File: src/rtl/dl_mem_writer.sv
// -----------------------------------------------------------------------------
// dl_mem_writer
//
// Buffers single-cycle byte writes from the SPI download receiver and commits
// them, one at a time, to the 16-bit SDRAM controller port over a req/ack
// handshake. A small FIFO absorbs bursts while the SDRAM port is stalled. The
// block holds the CPU in reset for the whole download and pulses dl_done only
// after every buffered byte has been acknowledged.
//
// Ports:
//   clk, reset_n   system clock; asynchronous active-low reset
//   downloading    download-active level from the receiver
//   dl_wr          one-cycle byte write strobe
//   dl_addr[24:0]  byte address
//   dl_data[7:0]   byte data
//   mem_req        write request to the SDRAM port (held until mem_ack)
//   mem_ack        one-cycle acknowledge from the SDRAM port
//   mem_addr[23:0] word address (dl_addr[24:1])
//   mem_din[15:0]  byte replicated into both lanes
//   mem_be[1:0]    lane enable: 2'b01 even byte, 2'b10 odd byte
//   cpu_hold       keep the CPU in reset
//   dl_done        one-cycle pulse when the download has fully completed
//   overflow       sticky: a byte was dropped because the FIFO was full
//   byte_cnt[24:0] bytes acknowledged in the current download
//   checksum[15:0] wrapping sum of acknowledged bytes (DL_CHECKSUM_EN only)
//
// Build option: define DL_CHECKSUM_EN to add the checksum port and adder.
// -----------------------------------------------------------------------------
module dl_mem_writer #(
  parameter int DEPTH = 4  // power of two, 2..16
) (
  input  logic        clk,
  input  logic        reset_n,
  input  logic        downloading,
  input  logic        dl_wr,
  input  logic [24:0] dl_addr,
  input  logic [7:0]  dl_data,
  output logic        mem_req,
  input  logic        mem_ack,
  output logic [23:0] mem_addr,
  output logic [15:0] mem_din,
  output logic [1:0]  mem_be,
  output logic        cpu_hold,
  output logic        dl_done,
  output logic        overflow,
  output logic [24:0] byte_cnt
`ifdef DL_CHECKSUM_EN
  ,
  output logic [15:0] checksum
`endif
);

  localparam int          AW      = $clog2(DEPTH);
  localparam logic [AW:0] PTR_INC = (AW + 1)'(1);

  typedef enum logic [1:0] {
    ST_IDLE,
    ST_WAIT,
    ST_DRAIN
  } state_e;

  state_e      state_q, state_d;

  // FIFO entry layout: {byte address[24:0], data[7:0]}
  logic [32:0] fifo_mem [DEPTH];
  logic [AW:0] wr_ptr_q, rd_ptr_q;
  logic        fifo_full, fifo_empty;
  logic        push, pop, drop, start, hold_clr;
  logic [32:0] head, load_entry;

  logic        dl_prev_q;
  logic        mem_req_q, mem_req_d;
  logic [23:0] mem_addr_q, mem_addr_d;
  logic [15:0] mem_din_q, mem_din_d;
  logic [1:0]  mem_be_q, mem_be_d;
  logic        cpu_hold_q, cpu_hold_d;
  logic        overflow_q, overflow_d;
  logic [24:0] byte_cnt_q, byte_cnt_d;

  // Pointers carry one extra wrap bit so full and empty are distinguishable.
  assign fifo_empty = (wr_ptr_q == rd_ptr_q);
  assign fifo_full  = (wr_ptr_q[AW] != rd_ptr_q[AW]) &&
                      (wr_ptr_q[AW-1:0] == rd_ptr_q[AW-1:0]);

  assign start = downloading && !dl_prev_q;
  assign pop   = (state_q == ST_WAIT) && mem_ack;
  // When full, a same-cycle pop frees the slot being written; the head it
  // overwrites has already been copied into the output registers.
  assign push  = dl_wr && (!fifo_full || pop);
  assign drop  = dl_wr && fifo_full && !pop;

  assign head = fifo_mem[rd_ptr_q[AW-1:0]];
  // With an empty FIFO the incoming byte bypasses straight to the outputs so
  // the request appears the cycle after the strobe. It is still pushed and is
  // popped normally on its ack.
  assign load_entry = fifo_empty ? {dl_addr, dl_data} : head;

  // NOTE: the storage array has no reset; emptiness is defined by the reset
  // pointers alone, so clearing the data would only cost logic.
  always_ff @(posedge clk) begin
    if (push) fifo_mem[wr_ptr_q[AW-1:0]] <= {dl_addr, dl_data};
  end

  // NOTE: every always_comb assigns all of its outputs a default first so a
  // branch that does not mention a signal cannot infer a latch.
  always_comb begin
    state_d    = state_q;
    mem_req_d  = mem_req_q;
    mem_addr_d = mem_addr_q;
    mem_din_d  = mem_din_q;
    mem_be_d   = mem_be_q;
    hold_clr   = 1'b0;
    unique case (state_q)
      ST_IDLE: begin
        if (!fifo_empty || dl_wr) begin
          mem_req_d  = 1'b1;
          mem_addr_d = load_entry[32:9];
          mem_din_d  = {load_entry[7:0], load_entry[7:0]};
          mem_be_d   = load_entry[8] ? 2'b10 : 2'b01;
          state_d    = ST_WAIT;
        end else if (!downloading && cpu_hold_q) begin
          state_d = ST_DRAIN;
        end
      end
      ST_WAIT: begin
        if (mem_ack) begin
          mem_req_d = 1'b0;
          state_d   = ST_IDLE;
        end
      end
      ST_DRAIN: begin
        hold_clr = 1'b1;
        state_d  = ST_IDLE;
      end
      default: state_d = ST_IDLE;
    endcase
  end

  // A start edge wins over a coincident ack: the acked byte is not counted.
  // A new start also wins over a coincident drain so the CPU stays held.
  always_comb begin
    byte_cnt_d = byte_cnt_q;
    overflow_d = overflow_q;
    cpu_hold_d = cpu_hold_q;
    if (start)         byte_cnt_d = '0;
    else if (pop)      byte_cnt_d = byte_cnt_q + 25'd1;
    if (start)         overflow_d = 1'b0;
    if (drop)          overflow_d = 1'b1;
    if (hold_clr)      cpu_hold_d = 1'b0;
    if (start)         cpu_hold_d = 1'b1;
  end

  // NOTE: state registers use non-blocking assignments so every flop samples
  // the pre-edge values regardless of statement order.
  always_ff @(posedge clk or negedge reset_n) begin
    if (!reset_n) begin
      state_q    <= ST_IDLE;
      wr_ptr_q   <= '0;
      rd_ptr_q   <= '0;
      dl_prev_q  <= 1'b0;
      mem_req_q  <= 1'b0;
      mem_addr_q <= '0;
      mem_din_q  <= '0;
      mem_be_q   <= '0;
      cpu_hold_q <= 1'b0;
      overflow_q <= 1'b0;
      byte_cnt_q <= '0;
    end else begin
      state_q    <= state_d;
      if (push) wr_ptr_q <= wr_ptr_q + PTR_INC;
      if (pop)  rd_ptr_q <= rd_ptr_q + PTR_INC;
      dl_prev_q  <= downloading;
      mem_req_q  <= mem_req_d;
      mem_addr_q <= mem_addr_d;
      mem_din_q  <= mem_din_d;
      mem_be_q   <= mem_be_d;
      cpu_hold_q <= cpu_hold_d;
      overflow_q <= overflow_d;
      byte_cnt_q <= byte_cnt_d;
    end
  end

`ifdef DL_CHECKSUM_EN
  logic [15:0] checksum_q, checksum_d;

  always_comb begin
    checksum_d = checksum_q;
    if (start)    checksum_d = '0;
    else if (pop) checksum_d = checksum_q + {8'd0, mem_din_q[7:0]};
  end

  always_ff @(posedge clk or negedge reset_n) begin
    if (!reset_n) checksum_q <= '0;
    else          checksum_q <= checksum_d;
  end

  assign checksum = checksum_q;
`endif

  assign mem_req  = mem_req_q;
  assign mem_addr = mem_addr_q;
  assign mem_din  = mem_din_q;
  assign mem_be   = mem_be_q;
  assign cpu_hold = cpu_hold_q;
  assign overflow = overflow_q;
  assign byte_cnt = byte_cnt_q;
  assign dl_done  = (state_q == ST_DRAIN);

endmodule

File: config.mk
export PLATFORM = sky130hd
export DESIGN_NAME = dl_mem_writer
export DESIGN_NICKNAME = d
export VERILOG_FILES = /design/src/rtl/dl_mem_writer.sv
export SDC_FILE = /design/constraint.sdc
export NUM_CORES = 1
export LEC_CHECK = 0
export BUFFER_PORTS_ARGS = -buffer_cell sky130_fd_sc_hd__buf_2
export CORE_ASPECT_RATIO = 0.8
export CORE_MARGIN = 2
export CORE_UTILIZATION = 41
export DETAILED_ROUTE_END_ITERATION = 8
export PLACE_DENSITY = 0.66
export SETUP_SLACK_MARGIN = 0.15
export SKIP_CTS_REPAIR_TIMING = 1
export SLEW_MARGIN = 15
export SYNTH_ARGS = -nofsm -noshare
export SYNTH_HDL_FRONTEND = slang
export SYNTH_SLANG_ARGS = --single-unit
File: constraint.sdc
create_clock -name clk -period 3.11 [get_ports clk]
set_clock_uncertainty 0.1 [all_clocks]
set_input_delay 0.311 -clock clk [delete_from_list [all_inputs] [get_ports clk]]
set_output_delay 0.311 -clock clk [all_outputs]
set_load 0.05 [all_outputs]
==> results.ini, run 1 <==
[pwr]
total_power_mw = 10.3
p_clk_share_pct = 22.9
intPower_mw = 6.35
p_sw_mw = 3.92
power_density_nw_per_um2 = 1020
vdd_ir_drop_max_mv = 0.470
p_sw_share_pct = 38.2
combinationalPowerShare_pct = 39.1
p_leak_nw = 3.95
seqPwrFrac_pct = 38.0

[yosys]
synth_top_family_by_area = multiplexers
ys_types = 44
synth-compound-area-share_pct = 4.46
synth_edf_count = 132
synth_cells = 528
syn_nets = 572
ys_ff_latch = 203
ys.flop_type = edfxtp_1
synthMuxAreaShare_pct = 13.4
synth_adder_area_share_pct = 0.904
syn_area_per_cell_um2 = 15.7
synth_area_um2 = 8300
async_flop_share_pct = 35.0
ys.warnings.count = 0
synth_xor_area_share_pct = 1.90
synth-simple-area-share_pct = 7.72
ys_seq_area_share_pct = 69.2

[worst_setup_path]
startpoint_type = flip-flop
ff2ff_setup_slack_ns = 0.58
critPathMaxStageDelay_ns = 0.85
crit_type = reg2reg
r2r_start = wr_ptr_q[0]
critPathTopFamily = simple AND/OR/NAND/NOR gates
cp-startpoint = wr_ptr_q[0]
path_depth = 3
ff2ff_path_depth = 3
worstPathMaxFanout = 34
worstPathArrival_ns = 2.54
cp_num_buf_inv = 0
crit_slowest_cell = and2_2
timing.rr.end = fifo_mem[3][9]
end_kind = flip-flop
cp.required_ns = 3.11
critPathCapture = fifo_mem[3][9]
path_cells = xnor2_1, a41oi_1, and2_2

[hold_path]
worst_hold_path_type = in2reg

[timing]
hold_violations = 0
setup_viol = 0
finalSetupTns_ns = 0
maxSlewViolCount = 0
rsz0062_at_grt = false
whs_ns = 0.0792
worst_slew_pin_slew_ns = 0.931
slew_headroom_pct = 37.9
timing.fmax_ghz = 0.395
layout_min_cycle_time_ns = 2.53
finalCritPeriodShare_pct = 81.5

[global_route]
first_global_vias = 4795
antenna_found_initial = 0
grtUsageTotal_pct = 15.5
grt_pass1_wl_um = 26300
grt_overflow = 0
grt_max_degree = 72

[cells_and_area]
drive_above_1_share_pct = 28.3
stdcell_count = 943
n_antenna_cell = 0
final_cell_area_um2 = 10100
nets = 710
area_growth_pct = 21.3

[drt]
vias = 4798
drtAntennaViolNets = 0
drt_iter0_drc = 292
drtPass1Iterations = 6
route.final.wire_length_um = 16300
vias_per_cell = 5.09
wire_per_inst_um = 17.2
drc = 0

[clocking]
clk_pin_slew_worst_paths_ns = 0.06
worstSkewPairLatency_ns = 0.48
cts_max_path_buffers = 3
numCtsBuffers = 21
htreeDepth = 1
root_buffer = clkbuf_16
clkSinkCount = 203
cts_tree = built

[placed_design]
place_inst = 872
place.port_buffers = 108
hpwlAfterDp_um = 10300
place_area_um2 = 9070
place_congestion = 0.866

[floorplanning]
coreArea_um2 = 19900
fp.dieH_um = 131
start_util_pct = 41.8
die_x_um = 163
rows = 46
dieArea_um2 = 21400
boundaryPins = 109

[run]
cap_viol_max_count = 0

[status]
status = completed

[kinds of logic (layout without fill, tap and decap cells)]
logic type | count (synthesis) | after routing
AOI/OAI and AO/OA | 64 | 64
xor gates and xnor gates | 18 | 18
adders and majority gates | 6 | 6
buffers and inverters | 40 | 191
DFF | 203 | 203
muxes | 70 | 70
and+or+nand+nor | 127 | 127
[per-stage QoR]
step                      setup WS [ns]  utilization [%]
after floorplan                   0.530                -
after global routing              0.317             50.7
after global placement            0.633             45.7
after CTS                         0.521             48.9
after detailed placement          0.543             45.7
final                             0.575             50.7
[area by class of cell]
type                            instances  area, µm²
Inverter                                5       18.8
Sequential cell                       203       5740
Fill cell                            1691       9790
Timing Repair Buffer                  150        946
Multi-Input combinational cell        285       2390
Tap cell                              264        330
Clock buffer                           26        564
Clock inverter                         10       76.3
[sequential cells by signal (all words and copies together) (netlist names), 2 cells and up]
name and flops:
fifo_mem 132, byte_cnt 25, mem_addr 24, mem_din 8, rd_ptr_q 3, wr_ptr_q 3
mem_be 2, state_q 2
[synth_stat cells (all sizes together) (2+ instances only)]
cell      n  area [µm²]
a21oi    42         210
a41oi     2        17.5
and2      5        31.3
and3      2        12.5
and4      4        36.3
buf      23         138
clkbuf   12        45.0
dfrtp    71        1780
edfxtp  132        3960
ha        6        75.1
inv       5        18.8
mux2i    36         360
mux4     33         743
nand2    22        82.6
nand2b    6        37.5
nand3    11        60.1
nand4     9        56.3
nor2     46         173
nor2b     2        12.5
nor3      3        15.0
nor4      4        31.3
o21ai     7        35.0
o311ai    2        17.5
o31ai     4        30.0
o41ai     2        17.5
or2       2        12.5
or3       3        18.8
or4       5        37.5
xnor2    12         105
xor2      6        52.6
[how the worst min path moves through the flow]
stage | start | end | slack, ns | cells after the start
6_report | dl_wr | state_q[1] | 0.08 | 4
4_1_cts | downloading | dl_prev_q | -0.14 | 1
3_5_place_dp | downloading | dl_prev_q | 0.36 | 1
3_3_place_gp | mem_req | mem_req | 0.36 | 1
2_1_floorplan | reset_n | byte_cnt[0] | -0.08 | 0
5_1_grt | dl_wr | state_q[1] | 0.09 | 4
[cell usage in the layout, fill, tap and decap left out, types with 2 or more instances in the layout]
cell type / n
nand3_2: 2
nor2b_1: 2
and3_1: 2
edfxtp_1: 132
buf_2: 107
or3_1: 3
clkinv_1: 4
ha_1: 6
nand2_1: 22
and4_1: 3
a21oi_1: 42
nor3_1: 3
nor4_1: 3
xnor2_1: 12
xor2_1: 6
and2_2: 4
or4_1: 5
nand4_1: 9
clkbuf_1: 3
o21ai_0: 7
mux4_2: 33
nand3_1: 9
clkinv_2: 3
o31ai_1: 4
o311ai_1: 2
clkbuf_16: 21
mux2i_1: 36
dfrtp_1: 69
buf_4: 8
inv_1: 5
nor2_1: 46
dfrtp_2: 2
dlygate4sd3_1: 35
clkbuf_8: 2
o41ai_1: 2
nand2b_1: 6
[worst min-delay path, delay by kind of cell]
family                 cells  cell delay [ns]
AND/OR/NAND/NOR            2             0.14
buffers and inverters      2             0.16
[power groups by stage]
| stage | clock network (mW) | logic, mW | registers (mW) |
|---|---|---|---|
| after floorplan | 0 | 2.31 | 4.78 |
| after global placement | 0 | 3.98 | 3.92 |
| after detailed placement | 0 | 4.03 | 3.97 |
| after CTS | 2.40 | 4.06 | 3.92 |
| after global routing | 2.52 | 4.36 | 3.98 |
| final | 2.35 | 4.02 | 3.91 |
[layer usage]
metal / routed length, µm / vias to the layer above / global-route usage (%)
met1: 7450 / 2383 / 22.4
met3: 767 / 17 / 2.53
met4: 264 / 0 / 3.64
met5: 0 / - / 0
met2: 7770 / 115 / 24.8
li1: - / 2283 / -
Power figures use the tool's default switching activity.
==> run 2: changes to the inputs <==
==> constraint.sdc (replaced) <==
create_clock -name clk -period 2.5 [get_ports clk]
set_clock_uncertainty 0.1 [all_clocks]
set_input_delay 0.25 -clock clk [delete_from_list [all_inputs] [get_ports clk]]
set_output_delay 0.25 -clock clk [all_outputs]
set_load 0.05 [all_outputs]
==> run 2 against run 1 <==
Non-clock buffer count increased by 14. Wire length increased by 3.3%. First-iteration DRC count increased by 11%. Register-to-register slack got worse by 0.18 ns. Cell count increased by 1.9%. Clock-buffer cell count increased by 4. Worst hold slack got worse by 0.069 ns. Highest routed layer unchanged. Sequential power increased by 24%. Clock power increased by 35%.
==> results.ini, run 2 (synthesis results as in run 1) <==
[worst_setup_path]
path_cells = xnor2_1, a41oi_1, and2_2, buf_4
crit_type = reg2reg
worstPathMaxFanout = 18
end_kind = flip-flop
critPathTopFamily = compound AO/OA/AOI/OAI gates
cp_num_buf_inv = 1
startpoint_type = flip-flop
cp.required_ns = 2.57
worstPathArrival_ns = 2.18
crit_slowest_cell = a41oi_1
critPathMaxStageDelay_ns = 0.52
ff2ff_setup_slack_ns = 0.39

[placed_design]
place_inst = 886
place_area_um2 = 9210
place.port_buffers = 108
place_congestion = 0.850
hpwlAfterDp_um = 11000

[timing]
finalCritPeriodShare_pct = 84.4
finalSetupTns_ns = 0
hold_violations = 0
maxSlewViolCount = 0
setup_viol = 0
timing.fmax_ghz = 0.474
layout_min_cycle_time_ns = 2.11
slew_headroom_pct = 61.6
rsz0062_at_grt = false
worst_slew_pin_slew_ns = 0.568

[hold_path]
worst_hold_path_type = in2reg

[clocking]
root_buffer = clkbuf_16
numCtsBuffers = 22
clk_pin_slew_worst_paths_ns = 0.06
cts_max_path_buffers = 3
worstSkewPairLatency_ns = 0.50
cts_tree = built
htreeDepth = 1
clkSinkCount = 203

[floorplanning]
start_util_pct = 41.8
rows = 46
coreArea_um2 = 19900
fp.dieH_um = 131
dieArea_um2 = 21400
die_x_um = 163
boundaryPins = 109

[global_route]
antenna_found_initial = 0
grt_pass1_wl_um = 27000
grt_overflow = 0
first_global_vias = 4877
grt_max_degree = 39
grtUsageTotal_pct = 15.9

[cells_and_area]
n_antenna_cell = 0
largest_reg_flops = 132
final_cell_mix = 132 x edfxtp_1, 107 x buf_2, 69 x dfrtp_1
drive_above_1_share_pct = 30.3
nets = 725
final_cell_area_um2 = 10300
area_growth_pct = 23.8
stdcell_count = 961
final_common_cell = edfxtp_1

[drt]
vias = 4976
drt_iter0_drc = 325
wire_per_inst_um = 17.5
route.final.wire_length_um = 16800
vias_per_cell = 5.18
drc = 0
drtAntennaViolNets = 0
drtPass1Iterations = 4

[status]
status = completed

[pwr]
vdd_ir_drop_max_mv = 0.620
total_power_mw = 13.2
p_leak_nw = 4.07
power_density_nw_per_um2 = 1290

[run]
cap_viol_max_count = 0

-- run 2: per-layer routing --
layer  GRT usage (%)  wire (µm)
met2            25.0       8040
met3            2.94        783
met4            4.42        309
met1            22.9       7650
met5               0          0
-- run 2: cell type report --
| type | count | area, µm² |
|---|---|---|
| Sequential cell | 203 | 5740 |
| Clock buffer | 30 | 612 |
| Inverter | 5 | 18.8 |
| Multi-Input combinational cell | 285 | 2390 |
| Tap cell | 264 | 330 |
| Fill cell | 1642 | 9580 |
| Clock inverter | 10 | 106 |
| Timing Repair Buffer | 164 | 1080 |
-- run 2: report_power, final --
group	leakage [nW]	internal (mW)	switching, mW
clock network	0.359	1.93	1.25
registers	2.07	4.51	0.339
logic	1.64	1.83	3.38
total	4.07	8.27	4.97
-- run 2: final timing paths --
| path | endpoint | cells after the start | start |
|---|---|---|---|
| min in group asynchronous | byte_cnt[0] | 2 | reset_n |
| max reg2reg | fifo_mem[2][3] | 4 | wr_ptr_q[0] |
| max in group asynchronous | byte_cnt[13] | 3 | reset_n |
| max | fifo_mem[2][3] | 4 | wr_ptr_q[0] |
| min reg2reg | mem_req | 1 | mem_req |
| min | state_q[1] | 4 | dl_wr |
-- run 2: worst register-to-register path, stage by stage, from the launching register on --
cell	delay, ns
dfrtp_1	0.44
xnor2_1	0.17
a41oi_1	0.52
and2_2	0.27
buf_4	0.28
-- run 2: per-stage QoR --
| step | utilization (%) | setup slack [ns] | hold WS (ns) |
|---|---|---|---|
| after CTS | 50.0 | 0.384 | -0.357 |
| after global routing | 51.7 | 0.247 | 0.0546 |
| after floorplan | - | 0.267 | -0.146 |
| after global placement | 46.4 | 0.428 | 0.162 |
| final | 51.7 | 0.391 | 0.0103 |
| after detailed placement | 46.4 | 0.400 | 0.171 |
==> run 3: changes to the inputs <==
==> constraint.sdc (replaced) <==
create_clock -name clk -period 2.05 [get_ports clk]
set_clock_uncertainty 0.1 [all_clocks]
set_input_delay 0.205 -clock clk [delete_from_list [all_inputs] [get_ports clk]]
set_output_delay 0.205 -clock clk [all_outputs]
set_load 0.05 [all_outputs]
==> run 3 against run 2 <==
The flow now finishes with violations (negative hold slack). Cell area grew 3.2%. Via count rose by 1.8%. First-iteration DRC count is 2.2% lower. Clock-buffer cell count unchanged. Cell count rose by 1.9%. Worst hold slack worse by 0.019 ns. Non-clock buffer count up 18. Register-to-register slack worse by 0.17 ns. Core utilization rose by 1.7 points. Global-route usage grew 0.65 points. Maximum frequency rose by 15%. Critical endpoint is now fifo_mem[1][16].
==> results.ini, run 3 (synthesis results as in run 1) <==
[floorplanning]
start_util_pct = 41.8
die_x_um = 163
fp.dieH_um = 131
rows = 46
coreArea_um2 = 19900
boundaryPins = 109
dieArea_um2 = 21400

[pwr]
p_leak_nw = 4.19
seqPwrFrac_pct = 36.3
total_power_mw = 16.5
combinationalPowerShare_pct = 41.9
power_density_nw_per_um2 = 1550
p_clk_share_pct = 21.8
vdd_ir_drop_max_mv = 0.916
intPower_mw = 10.2
p_sw_share_pct = 37.9
p_sw_mw = 6.24

[worst_setup_path]
crit_slowest_cell = dfrtp_1
end_kind = flip-flop
crit_type = reg2reg
critPathMaxStageDelay_ns = 0.40
path_cells = nand3b_1, a41oi_4, and2_4, buf_12
startpoint_type = flip-flop
cp-startpoint = state_q[1]
cp.required_ns = 2.14
critPathTopFamily = simple AND/OR/NAND/NOR gates
ff2ff_setup_slack_ns = 0.22
timing.rr.end = fifo_mem[1][16]
cp_num_buf_inv = 1
ff2ff_path_depth = 4
worstPathMaxFanout = 13
r2r_start = state_q[1]
worstPathArrival_ns = 1.93

[placed_design]
place.port_buffers = 108
place_congestion = 0.828
hpwlAfterDp_um = 11500

[cells_and_area]
nets = 743
final_common_cell = edfxtp_1
largest_reg_flops = 132
drive_above_1_share_pct = 34.4
area_growth_pct = 27.8
final_cell_mix = 132 x edfxtp_1, 107 x buf_2, 54 x dfrtp_1
n_antenna_cell = 0

[clocking]
clkSinkCount = 203
htreeDepth = 1
root_buffer = clkbuf_16
cts_tree = built
numCtsBuffers = 22
worstSkewPairLatency_ns = 0.49
cts_max_path_buffers = 3
clk_pin_slew_worst_paths_ns = 0.06

[timing]
slew_headroom_pct = 59.7
whs_ns = -0.00915
setup_viol = 0
finalCritPeriodShare_pct = 89.5
worst_slew_pin_slew_ns = 0.599
hold_violations = 1
finalSetupTns_ns = 0
timing.fmax_ghz = 0.545
rsz0062_at_grt = true
maxSlewViolCount = 0
layout_min_cycle_time_ns = 1.83

[global_route]
first_global_vias = 5048
grt_pass1_wl_um = 27900
grt_max_degree = 51
grtUsageTotal_pct = 16.6
antenna_found_initial = 0
grt_overflow = 0

[drt]
drtAntennaViolNets = 0
drc = 0
wire_per_inst_um = 18.2
drt_iter0_drc = 318
route.final.wire_length_um = 17800
drtPass1Iterations = 5
vias = 5064
vias_per_cell = 5.17

[status]
violations = negative hold slack
status = complete, but fails checks

[hold_path]
worst_hold_path_type = in2reg
whs_path_depth = 3
hold_end = state_q[0]
min-delay-start = mem_ack

[run]
cap_viol_max_count = 0

-- run 3: cell types whose count changed in the layout (fill, tap and decap cells not counted), moves of 4 or more --
cell	delta
buf_4	+6
clkinv_1	+7
buf_12	+11
dfrtp_1	-15
dfrtp_2	+15
clkinv_2	-6
and2_2	-4
and2_4	+4
-- run 3: power groups by stage --
stage	clock, mW	combinational (mW)	sequential [mW]
final	3.58	6.90	5.99
after global routing	3.84	7.42	6.10
after CTS	3.67	6.73	5.97
after global placement	0	6.61	5.98
after floorplan	0	3.56	7.24
after detailed placement	0	6.69	6.04
-- run 3: layout make-up --
cell class | instances | area, µm²
fillers | 1613 | 9250
multi-input cells | 285 | 2480
clock inverters | 10 | 48.8
inverters | 5 | 18.8
flip-flops and latches | 203 | 5760
clock buffers | 30 | 612
repair buffers | 182 | 1360
well taps | 264 | 330
-- run 3: worst max-delay path by stage --
stage | endpoint | depth (start not counted)
floorplan | byte_cnt[16] | 5
global placement | mem_addr[6] | 4
detailed placement | mem_addr[6] | 4
CTS | mem_addr[6] | 4
global route | fifo_mem[1][9] | 4
finish | fifo_mem[1][16] | 4
-- run 3: worst register-to-register path, delay by kind of cell, from the launching register on --
family,cells,cell delay [ns]
AOI/OAI and AO/OA,1,0.31
buffers and inverters,1,0.18
and+or+nand+nor,2,0.54
DFF,1,0.40
-- run 3: metal layers --
metal  track usage (%)  vias to the layer above  wire [µm]
met1              24.9                     2524       8480
met2              25.2                      163       7970
met4              3.64                        0        223
li1                  -                     2362          -
met5                 0                        -          0
met3              3.16                       15       1120
-- run 3: through the flow --
stage	utilization [%]	cells	hold slack (ns)	setup WS, ns	cell area [µm²]
2_1_floorplan	-	528	-0.191	0.135	8370
3_3_place_gp	47.4	889	0.0148	0.162	9420
3_5_place_dp	47.4	889	0.0248	0.125	9420
4_1_cts	50.8	929	-0.499	0.122	10100
5_1_grt	53.4	979	0.0162	0.136	10600
6_report	53.4	979	-0.00915	0.216	10600
